$ cat src/rtl/uart_frame_scheduler.sv
// Round-robin framer sharing one UART transmitter across CH_NUM ADC FIFOs.
// Frame: HEADER, channel id, FRAME_LEN samples, 8-bit additive checksum.
module uart_frame_scheduler #(
    parameter int unsigned CH_NUM    = 4,
    parameter int unsigned FRAME_LEN = 64,
    parameter logic [7:0]  HEADER    = 8'hA5
) (
    input  logic                Clk,
    input  logic                Reset_n,
    input  logic [8*CH_NUM-1:0] ch_data,
    input  logic [CH_NUM-1:0]   ch_rdempty,
    input  logic [CH_NUM-1:0]   ch_enable,
    output logic [CH_NUM-1:0]   ch_rdreq,
    output logic [7:0]          uart_data,
    output logic                send_en,
    input  logic                tx_done,
    output logic [2:0]          cur_ch,
    output logic                busy,
    output logic                frame_done
);
    localparam int unsigned   CW       = 3;
    localparam int unsigned   NW       = 8;
    localparam logic [CW-1:0] LAST_RST = CW'(CH_NUM - 1);
    localparam logic [NW-1:0] N_LAST   = NW'(FRAME_LEN - 1);

    typedef enum logic [2:0] {S_SEL, S_HDR, S_CHID, S_DATA, S_SUM, S_FIN} state_t;
    typedef enum logic [1:0] {P_LOAD, P_ARM, P_WAIT} phase_t;

    state_t          r_state;
    phase_t          r_phase;
    logic [CW-1:0]   r_last_ch;
    logic [CW-1:0]   r_cur_ch;
    logic [NW-1:0]   r_n;
    logic [7:0]      r_sum;
    logic [7:0]      r_uart_data;
    logic            r_send_en;
    logic [CH_NUM-1:0] r_rdreq;
    logic            r_busy;
    logic            r_frame_done;

    logic            w_found;
    logic [CW-1:0]   w_sel_ch;
    logic [7:0]      w_cur_data;
    logic            w_cur_empty;
    logic            w_cur_en;
    logic            w_byte_done;

    // First enabled, non-empty channel after the last one served
    always_comb begin
        w_found  = 1'b0;
        w_sel_ch = '0;
        for (int i = 1; i <= int'(CH_NUM); i++) begin
            for (int k = 0; k < int'(CH_NUM); k++) begin
                if (!w_found && (k == (int'(r_last_ch) + i) % int'(CH_NUM)) &&
                    ch_enable[k] && !ch_rdempty[k]) begin
                    w_found  = 1'b1;
                    w_sel_ch = CW'(k);
                end
            end
        end
    end

    // View of the channel currently being framed
    always_comb begin
        w_cur_data  = '0;
        w_cur_empty = 1'b1;
        w_cur_en    = 1'b0;
        for (int k = 0; k < int'(CH_NUM); k++) begin
            if (CW'(k) == r_cur_ch) begin
                w_cur_data  = ch_data[8*k +: 8];
                w_cur_empty = ch_rdempty[k];
                w_cur_en    = ch_enable[k];
            end
        end
    end

    assign w_byte_done = (r_phase == P_WAIT) && r_send_en && tx_done;

    // Frame sequencer; r_phase runs the load / raise / wait-done handshake of each byte
    always_ff @(posedge Clk or negedge Reset_n) begin
        if (!Reset_n) begin
            r_state      <= S_SEL;
            r_phase      <= P_LOAD;
            r_last_ch    <= LAST_RST;
            r_cur_ch     <= '0;
            r_n          <= '0;
            r_sum        <= '0;
            r_uart_data  <= '0;
            r_send_en    <= 1'b0;
            r_rdreq      <= '0;
            r_busy       <= 1'b0;
            r_frame_done <= 1'b0;
        end else begin
            r_rdreq      <= '0;
            r_frame_done <= 1'b0;

            case (r_phase)
                P_ARM: begin
                    r_send_en <= 1'b1;
                    r_phase   <= P_WAIT;
                end
                P_WAIT: begin
                    if (w_byte_done) begin
                        r_send_en <= 1'b0;
                        r_phase   <= P_LOAD;
                    end
                end
                default: ;
            endcase

            case (r_state)
                S_SEL: begin
                    if (w_found) begin
                        r_cur_ch  <= w_sel_ch;
                        r_last_ch <= w_sel_ch;
                        r_busy    <= 1'b1;
                        r_state   <= S_HDR;
                    end
                end
                S_HDR: begin
                    if (r_phase == P_LOAD) begin
                        r_uart_data <= HEADER;
                        r_phase     <= P_ARM;
                    end else if (w_byte_done) begin
                        r_state <= S_CHID;
                    end
                end
                S_CHID: begin
                    if (r_phase == P_LOAD) begin
                        r_uart_data <= {5'b0, r_cur_ch};
                        r_sum       <= {5'b0, r_cur_ch};
                        r_phase     <= P_ARM;
                    end else if (w_byte_done) begin
                        r_n     <= '0;
                        r_state <= S_DATA;
                    end
                end
                S_DATA: begin
                    if (r_phase == P_LOAD) begin
                        // A disabled channel pads with zeros and never pops
                        if (!w_cur_en) begin
                            r_uart_data <= 8'h00;
                            r_phase     <= P_ARM;
                        end else if (!w_cur_empty) begin
                            r_uart_data <= w_cur_data;
                            r_rdreq     <= CH_NUM'(1) << r_cur_ch;
                            r_phase     <= P_ARM;
                        end
                    end else if (w_byte_done) begin
                        r_sum <= r_sum + r_uart_data;
                        if (r_n == N_LAST) begin
                            r_n     <= '0;
                            r_state <= S_SUM;
                        end else begin
                            r_n <= r_n + 8'd1;
                        end
                    end
                end
                S_SUM: begin
                    if (r_phase == P_LOAD) begin
                        r_uart_data <= r_sum;
                        r_phase     <= P_ARM;
                    end else if (w_byte_done) begin
                        r_state <= S_FIN;
                    end
                end
                S_FIN: begin
                    r_frame_done <= 1'b1;
                    r_busy       <= 1'b0;
                    r_state      <= S_SEL;
                end
                default: r_state <= S_SEL;
            endcase
        end
    end

    assign ch_rdreq   = r_rdreq;
    assign uart_data  = r_uart_data;
    assign send_en    = r_send_en;
    assign cur_ch     = r_cur_ch;
    assign busy       = r_busy;
    assign frame_done = r_frame_done;

endmodule

$ cat config.mk
export PLATFORM = sky130hd
export DESIGN_NAME = uart_frame_scheduler
export DESIGN_NICKNAME = d
export VERILOG_FILES = /design/src/rtl/uart_frame_scheduler.sv
export SDC_FILE = /design/constraint.sdc
export NUM_CORES = 1
export LEC_CHECK = 0
export ABC_AREA = 1
export BUFFER_PORTS_ARGS = -buffer_cell sky130_fd_sc_hd__buf_4
export CORE_AREA = 4 4 81 83
export DETAILED_ROUTE_END_ITERATION = 6
export DIE_AREA = 0 0 85 87
export GPL_ROUTABILITY_DRIVEN = 0
export GPL_TIMING_DRIVEN = 1
export PLACE_DENSITY = 0.74
export SYNTH_ARGS = -nofsm -noshare
export SYNTH_HDL_FRONTEND = slang
export SYNTH_SLANG_ARGS = --single-unit
$ cat constraint.sdc
create_clock -name Clk -period 2 [get_ports Clk]
set_input_delay 0.2 -clock Clk [delete_from_list [all_inputs] [get_ports Clk]]
set_output_delay 0.2 -clock Clk [all_outputs]
set_load 0.05 [all_outputs]
Word level (Yosys, flattened, before mapping). Cells that the tools add are included.

Add/sub/neg operators: 6. Equality and inequality tests: 39. Shifts and indexed selects: 1. Mux-type cells: 86. Bitwise gates (word level): 4. Reductions and logical operators: 91.

Operator list (count): $mux 8 (17); $logic_not 32->1 (4); $mux 3 (24); $logic_and 1x1->1 (49); $pmux 8 s2 (2); $pmux 8 s4 (1); $ne 2x2->1 const B (15); $mux 1 (28); $eq 3x3->1 const A (8); $logic_not 1->1 (19); $eq 2x3->1 const A (6); $mux 4 (4); $pmux 3 s5 (1); $mux 2 (5); $reduce_and 10->1 (1); $add 8x1->8 const B (1); $add 8x8->8 (1); $eq 8x6->1 const B (1); $pmux 2 s2 (2); $reduce_or 2->1 (4); $eq 3x2->1 const B (2); $eq 3x3->1 const B (2); $logic_not 3->1 (2); $reduce_and 2->1 (3); 17 further kinds (25).

Bits in registers: 41. Input bits: 43. Output and inout bits: 18. Word-level logic and storage cells: 238.

Logic depth before layout (Yosys ltp).
Word-level depth: 84. Gate-level depth with buffers: 16. Mapped depth without buffers: 16.

Worst setup path after synthesis. No wires, ideal clock.

Path kind: reg2reg. Start point: register r_uart_data[0], in the netlist uart_data[0]. End point: register r_sum[6]. Library setup time: 0.130 ns. Arrival time: 2.095 ns. Required time: 1.870 ns. Path slack: -0.225 ns. Cell stages (with the launch flop): 12. Path buffers: 0. Period minus slack after synthesis: 2.225 ns. Cell sequence: dfrtp_1 ha_1 inv_1 fa_1 nor2_1 o21ai_0 a21boi_0 nor2_1 nor2_1 nor2_1 o21ai_0 o22ai_1.

Longest elaborated chain between the ends: 4.

RTL lines: from (decl) (line 35) `logic [7:0] r_uart_data;`; from (signal assigned) (line 130) `r_uart_data <= {5'b0, r_cur_ch};`; from (signal assigned) (line 145) `r_uart_data <= w_cur_data;`; from (signal assigned) (line 161) `r_uart_data <= r_sum;`; $add 8x8->8 (line 150) `r_sum <= r_sum + r_uart_data;`; $mux 8 (line 149) `end else if (w_byte_done) begin`; $mux 8 (line 139) `if (r_phase == P_LOAD) begin`; $pmux 8 s2 (line 111) `case (r_state)`; to (signal assigned) (line 131) `r_sum <= {5'b0, r_cur_ch};`; to (signal assigned) (line 150); to (decl) (line 34) `logic [7:0] r_sum;`.

Every way passes these cells. The select of a mux whose other input is x is not followed. A chain may end at the register's enable or synchronous reset.

Final worst setup path.
Start point: register r_last_ch[1]. End point: register r_cur_ch[1], in the netlist cur_ch[1].

Longest elaborated chain between the ends: 83. Elaborated cells on any way between the ends: 121. Classes of those cells: add/sub (4); eq/ne (12); mux (30); bitwise (4); reduce/logical (71).

RTL lines: from (decl) (line 31) `logic [CW-1:0] r_last_ch;`; from (signal assigned) (line 115) `r_last_ch <= w_sel_ch;`; $add 2x1->2 (line 54) `if (!w_found && (k == (int'(r_last_ch) + i) % int'(CH_NUM)) &&`; $reduce_or 2->1 (no line); $and 1x1->1 (no line); $logic_not 32->1 (line 54); $logic_and 1x1->1 (line 54); $logic_and 1x1->1 (line 55) `ch_enable[k] && !ch_rdempty[k]) begin`; $mux 1 (line 54); $logic_not 1->1 (line 54); [65 not listed]; $logic_and 1x1->1 (2 in series) (line 54); $logic_and 1x1->1 (line 55); $mux 1 (line 54); $logic_not 1->1 (line 54); $logic_and 1x1->1 (2 in series) (line 54); $logic_and 1x1->1 (line 55); $mux 1 (line 54); $reduce_and 2->1 (no line); to (signal assigned) (line 114) `r_cur_ch <= w_sel_ch;`; to (decl) (line 32) `logic [CW-1:0] r_cur_ch;`.

Several ways; a longest one is shown, not always the timed one.

==> results.sh <==
export IMPL_clkTransAtPathRegs_ns=0.08
export IMPL_hold_viol=0
export IMPL_synth_most_common_cell="inv_1"
export IMPL_avgRoutedWirePerCell_um=13.8
export IMPL_p_leak_uw=0.00190
export IMPL_power_uw=4900
export IMPL_ys_seq_elements=40
export IMPL_nFillCells=519
export IMPL_finalSetupViolCount=8
export IMPL_avgSynthCellArea_um2=7.32
export IMPL_finish_utilization=0.644
export IMPL_root_buffer="clkbuf_8"
export IMPL_grt_max_degree=41
export IMPL_share_comb_of_total_power=0.603
export IMPL_areaGrowthSynthToFinish_pct=35.7
export IMPL_multiInputGateArea_um2=1590
export IMPL_synth_seq_area_share=0.362
export IMPL_first_global_vias=2920
export IMPL_p_int_uw=2580
export IMPL_r2r_setup_slack_ns=-0.09
export IMPL_crit_slowest_cell="dfstp_2"
export IMPL_irDropWorstVdd_uv=956
export IMPL_routed_via_count=2937
export IMPL_pin_count=61
export IMPL_tightest_slew_ns=0.509
export IMPL_drc=0
export IMPL_clkPwrFrac=0.135
export IMPL_crit_fanout=6
export IMPL_synth_nets=435
export IMPL_dieWidth_um=85
export IMPL_relSlewSlack=0.661
export IMPL_clk_path_buf_depth=2
export IMPL_violations="negative setup slack"
export IMPL_finalMaxSlewViolations=0
export IMPL_insertion_delay_ns=0.31
export IMPL_antenna_found_initial=0
export IMPL_cts_buffers=5
export IMPL_final_cells=550
export IMPL_p_sw_frac=0.474
export IMPL_die_height_um=87
export IMPL_fmax_mhz=479
export IMPL_synth_edf_count=0
export IMPL_rsz0062_at_grt="yes"
export IMPL_start_util=0.474
export IMPL_grt_total_usage=0.210
export IMPL_critical_path_class="reg -> reg"
export IMPL_grt_pass1_wl_um=12500
export IMPL_setup_slack_ns=-0.0890
export IMPL_crit_path_start_kind="flop"
export IMPL_ys_warn_count=0
export IMPL_viasPerCell=5.34
export IMPL_htree_levels=2
export IMPL_fin_skew_ns=0.00938
export IMPL_path_cells="inv_2 > nor2_2 > buf_4 > nand2_1 > nand3_2 > nor2_4 > buf_6 > o2111ai_4 > nand3_2 > nor2_4 > nand2_2 > nand2_4 > inv_4 > nand2_4 > nand2_2"
export IMPL_fin_nets=530
export IMPL_finalCritPeriodShare=1.04
export IMPL_dpl_hpwl_um=5770
export IMPL_seq_power_share=0.262
export IMPL_status="complete, but fails checks"
export IMPL_slowest_delay_ns=0.59
export IMPL_synth_cell_types=44
export IMPL_ys_top_cells_by_count="63 x inv_1, 59 x nor2_1, 58 x nand2_1, 38 x dfrtp_1, 27 x o21ai_0"
export IMPL_num_antenna_cells=0
export IMPL_ys_flop_type="dfrtp_1"
export IMPL_required_ns=2.19
export IMPL_synthCells=379
export IMPL_cts_sinks=40
export IMPL_endpoint_kind="flop"
export IMPL_core_area_um2=5850
export IMPL_crit_arrival_ns=2.28
export IMPL_syn_area_um2=2780
export IMPL_dieArea_um2=7400
export IMPL_p_per_area_nw_per_um2=1300
export IMPL_async_flop_share=1.00
export IMPL_final_layout_size_suffix_gt1_frac=0.312
export IMPL_switchingPower_uw=2320
export IMPL_synth_area_leaders="dfrtp_1 34%, inv_1 8.5%, nor2_1 8.0%"
export IMPL_cts_tree="yes"
export IMPL_antenna_left=0
export IMPL_finalCriticalPeriod_ns=2.09
export IMPL_drt_pass1_iter_count=4
export IMPL_num_rows=28
export IMPL_hp_class="in -> reg"
export IMPL_tns_ns=-0.486
export IMPL_yosys_area_top_type="dfrtp_1"
export IMPL_overflow=0
export IMPL_io_buffers=59
export IMPL_seq_area_um2=1010
export IMPL_routed_wl_um=7590
export IMPL_drt_iter0_drc=136
export IMPL_dp_cells=532
export IMPL_synth_top_area_frac=0.343
export IMPL_maxCapViolCount=0
[state kept, by name (all words and copies together), names as in the netlist]
name	cells
ch_rdreq	4
r_phase	2
r_last_ch	2
r_state	3
send_en	1
uart_data	8
frame_done	1
r_n	8
busy	1
r_sum	8
cur_ch	2
[cells by family after synthesis]
kind of cell,Yosys count,synth area share
flip-flops,40,0.362
AO/OA/AOI/OAI,88,0.196
buffers and inverters,72,0.100
XOR/XNOR,4,0.0126
other,1,0.00135
AND/OR/NAND/NOR,161,0.267
adder cells (fa/ha/maj),13,0.0613
[per-layer routing]
layer	vias up	GRT usage	part of all wire
met1	1399	0.240	0.41
li1	1434	-	-
met5	-	0	0
met3	20	0.0350	0.046
met2	84	0.380	0.52
met4	0	0.0964	0.026
[power groups by stage]
stage	logic [µW]	clock network, µW	registers (µW)
2_1_floorplan	1550	0	1520
3_3_place_gp	2600	0	1260
3_5_place_dp	2660	0	1270
4_1_cts	2810	677	1260
5_1_grt	3300	705	1310
6_report	2960	661	1280
[area by class of cell]
cell class              instances  share of cell area
multi-input cells             267               0.423
flip-flops and latches         40               0.268
repair buffers                 94               0.189
inverters                      66              0.0664
well taps                      75              0.0249
clock buffers                   6              0.0193
clock inverters                 2             0.00930
[worst max-delay path: cells and delay by family (launching register included)]
family,cells,cell delay (ns)
AOI/OAI and AO/OA,1,0.06
buffers and inverters,4,0.38
DFF,1,0.59
and+or+nand+nor,10,0.94
[final timing paths]
kind / from / endpoint / depth (start not counted)
worst min-delay path: ch_rdempty[3] / ch_rdreq[3] / 2
worst min register to register: r_n[0] / r_n[0] / 1
min in group asynchronous: Reset_n / r_sum[6] / 2
worst max register to register: r_last_ch[1] / cur_ch[1] / 15
max in group asynchronous: Reset_n / cur_ch[1] / 2
worst max-delay path: r_last_ch[1] / cur_ch[1] / 15
[timing repair]
action | 4_1_cts | 5_1_grt
hold buffers | 1 | 0
buffers inserted | 7 | 2
gates resized for setup | 7 | 25
pin swaps | 11 | 11
endpoints found under the hold margin | 38 | 0
endpoints found under the setup margin | 9 | 22
[cell usage in the layout, fill, tap and decap left out, types with 3 or more instances in the layout]
master,n
a21oi_1,22
a21oi_2,3
a221o_1,4
a22oi_1,3
buf_4,92
clkbuf_8,5
dfrtp_1,34
dfrtp_2,4
ha_1,10
inv_1,60
inv_2,5
nand2_1,53
nand2_2,8
nand3_1,11
nand3_2,3
nand4_1,3
nor2_1,54
nor2_2,6
nor2_4,4
nor3_1,8
o211ai_1,5
o21ai_0,25
o21ai_1,3
o21bai_1,3
o22ai_1,6
xor2_1,3
[metrics by stage]
step,worst slack (ns),hold slack (ns),cell area (µm²)
global route,-0.254,0.0771,3770
global placement,0.0261,0.203,3470
floorplan,-0.0743,-0.0956,2780
finish,-0.0890,0.0655,3770
CTS,-0.123,0.0651,3670
detailed placement,-0.128,0.209,3470
Note: power is estimated with default switching activity, not from simulation.
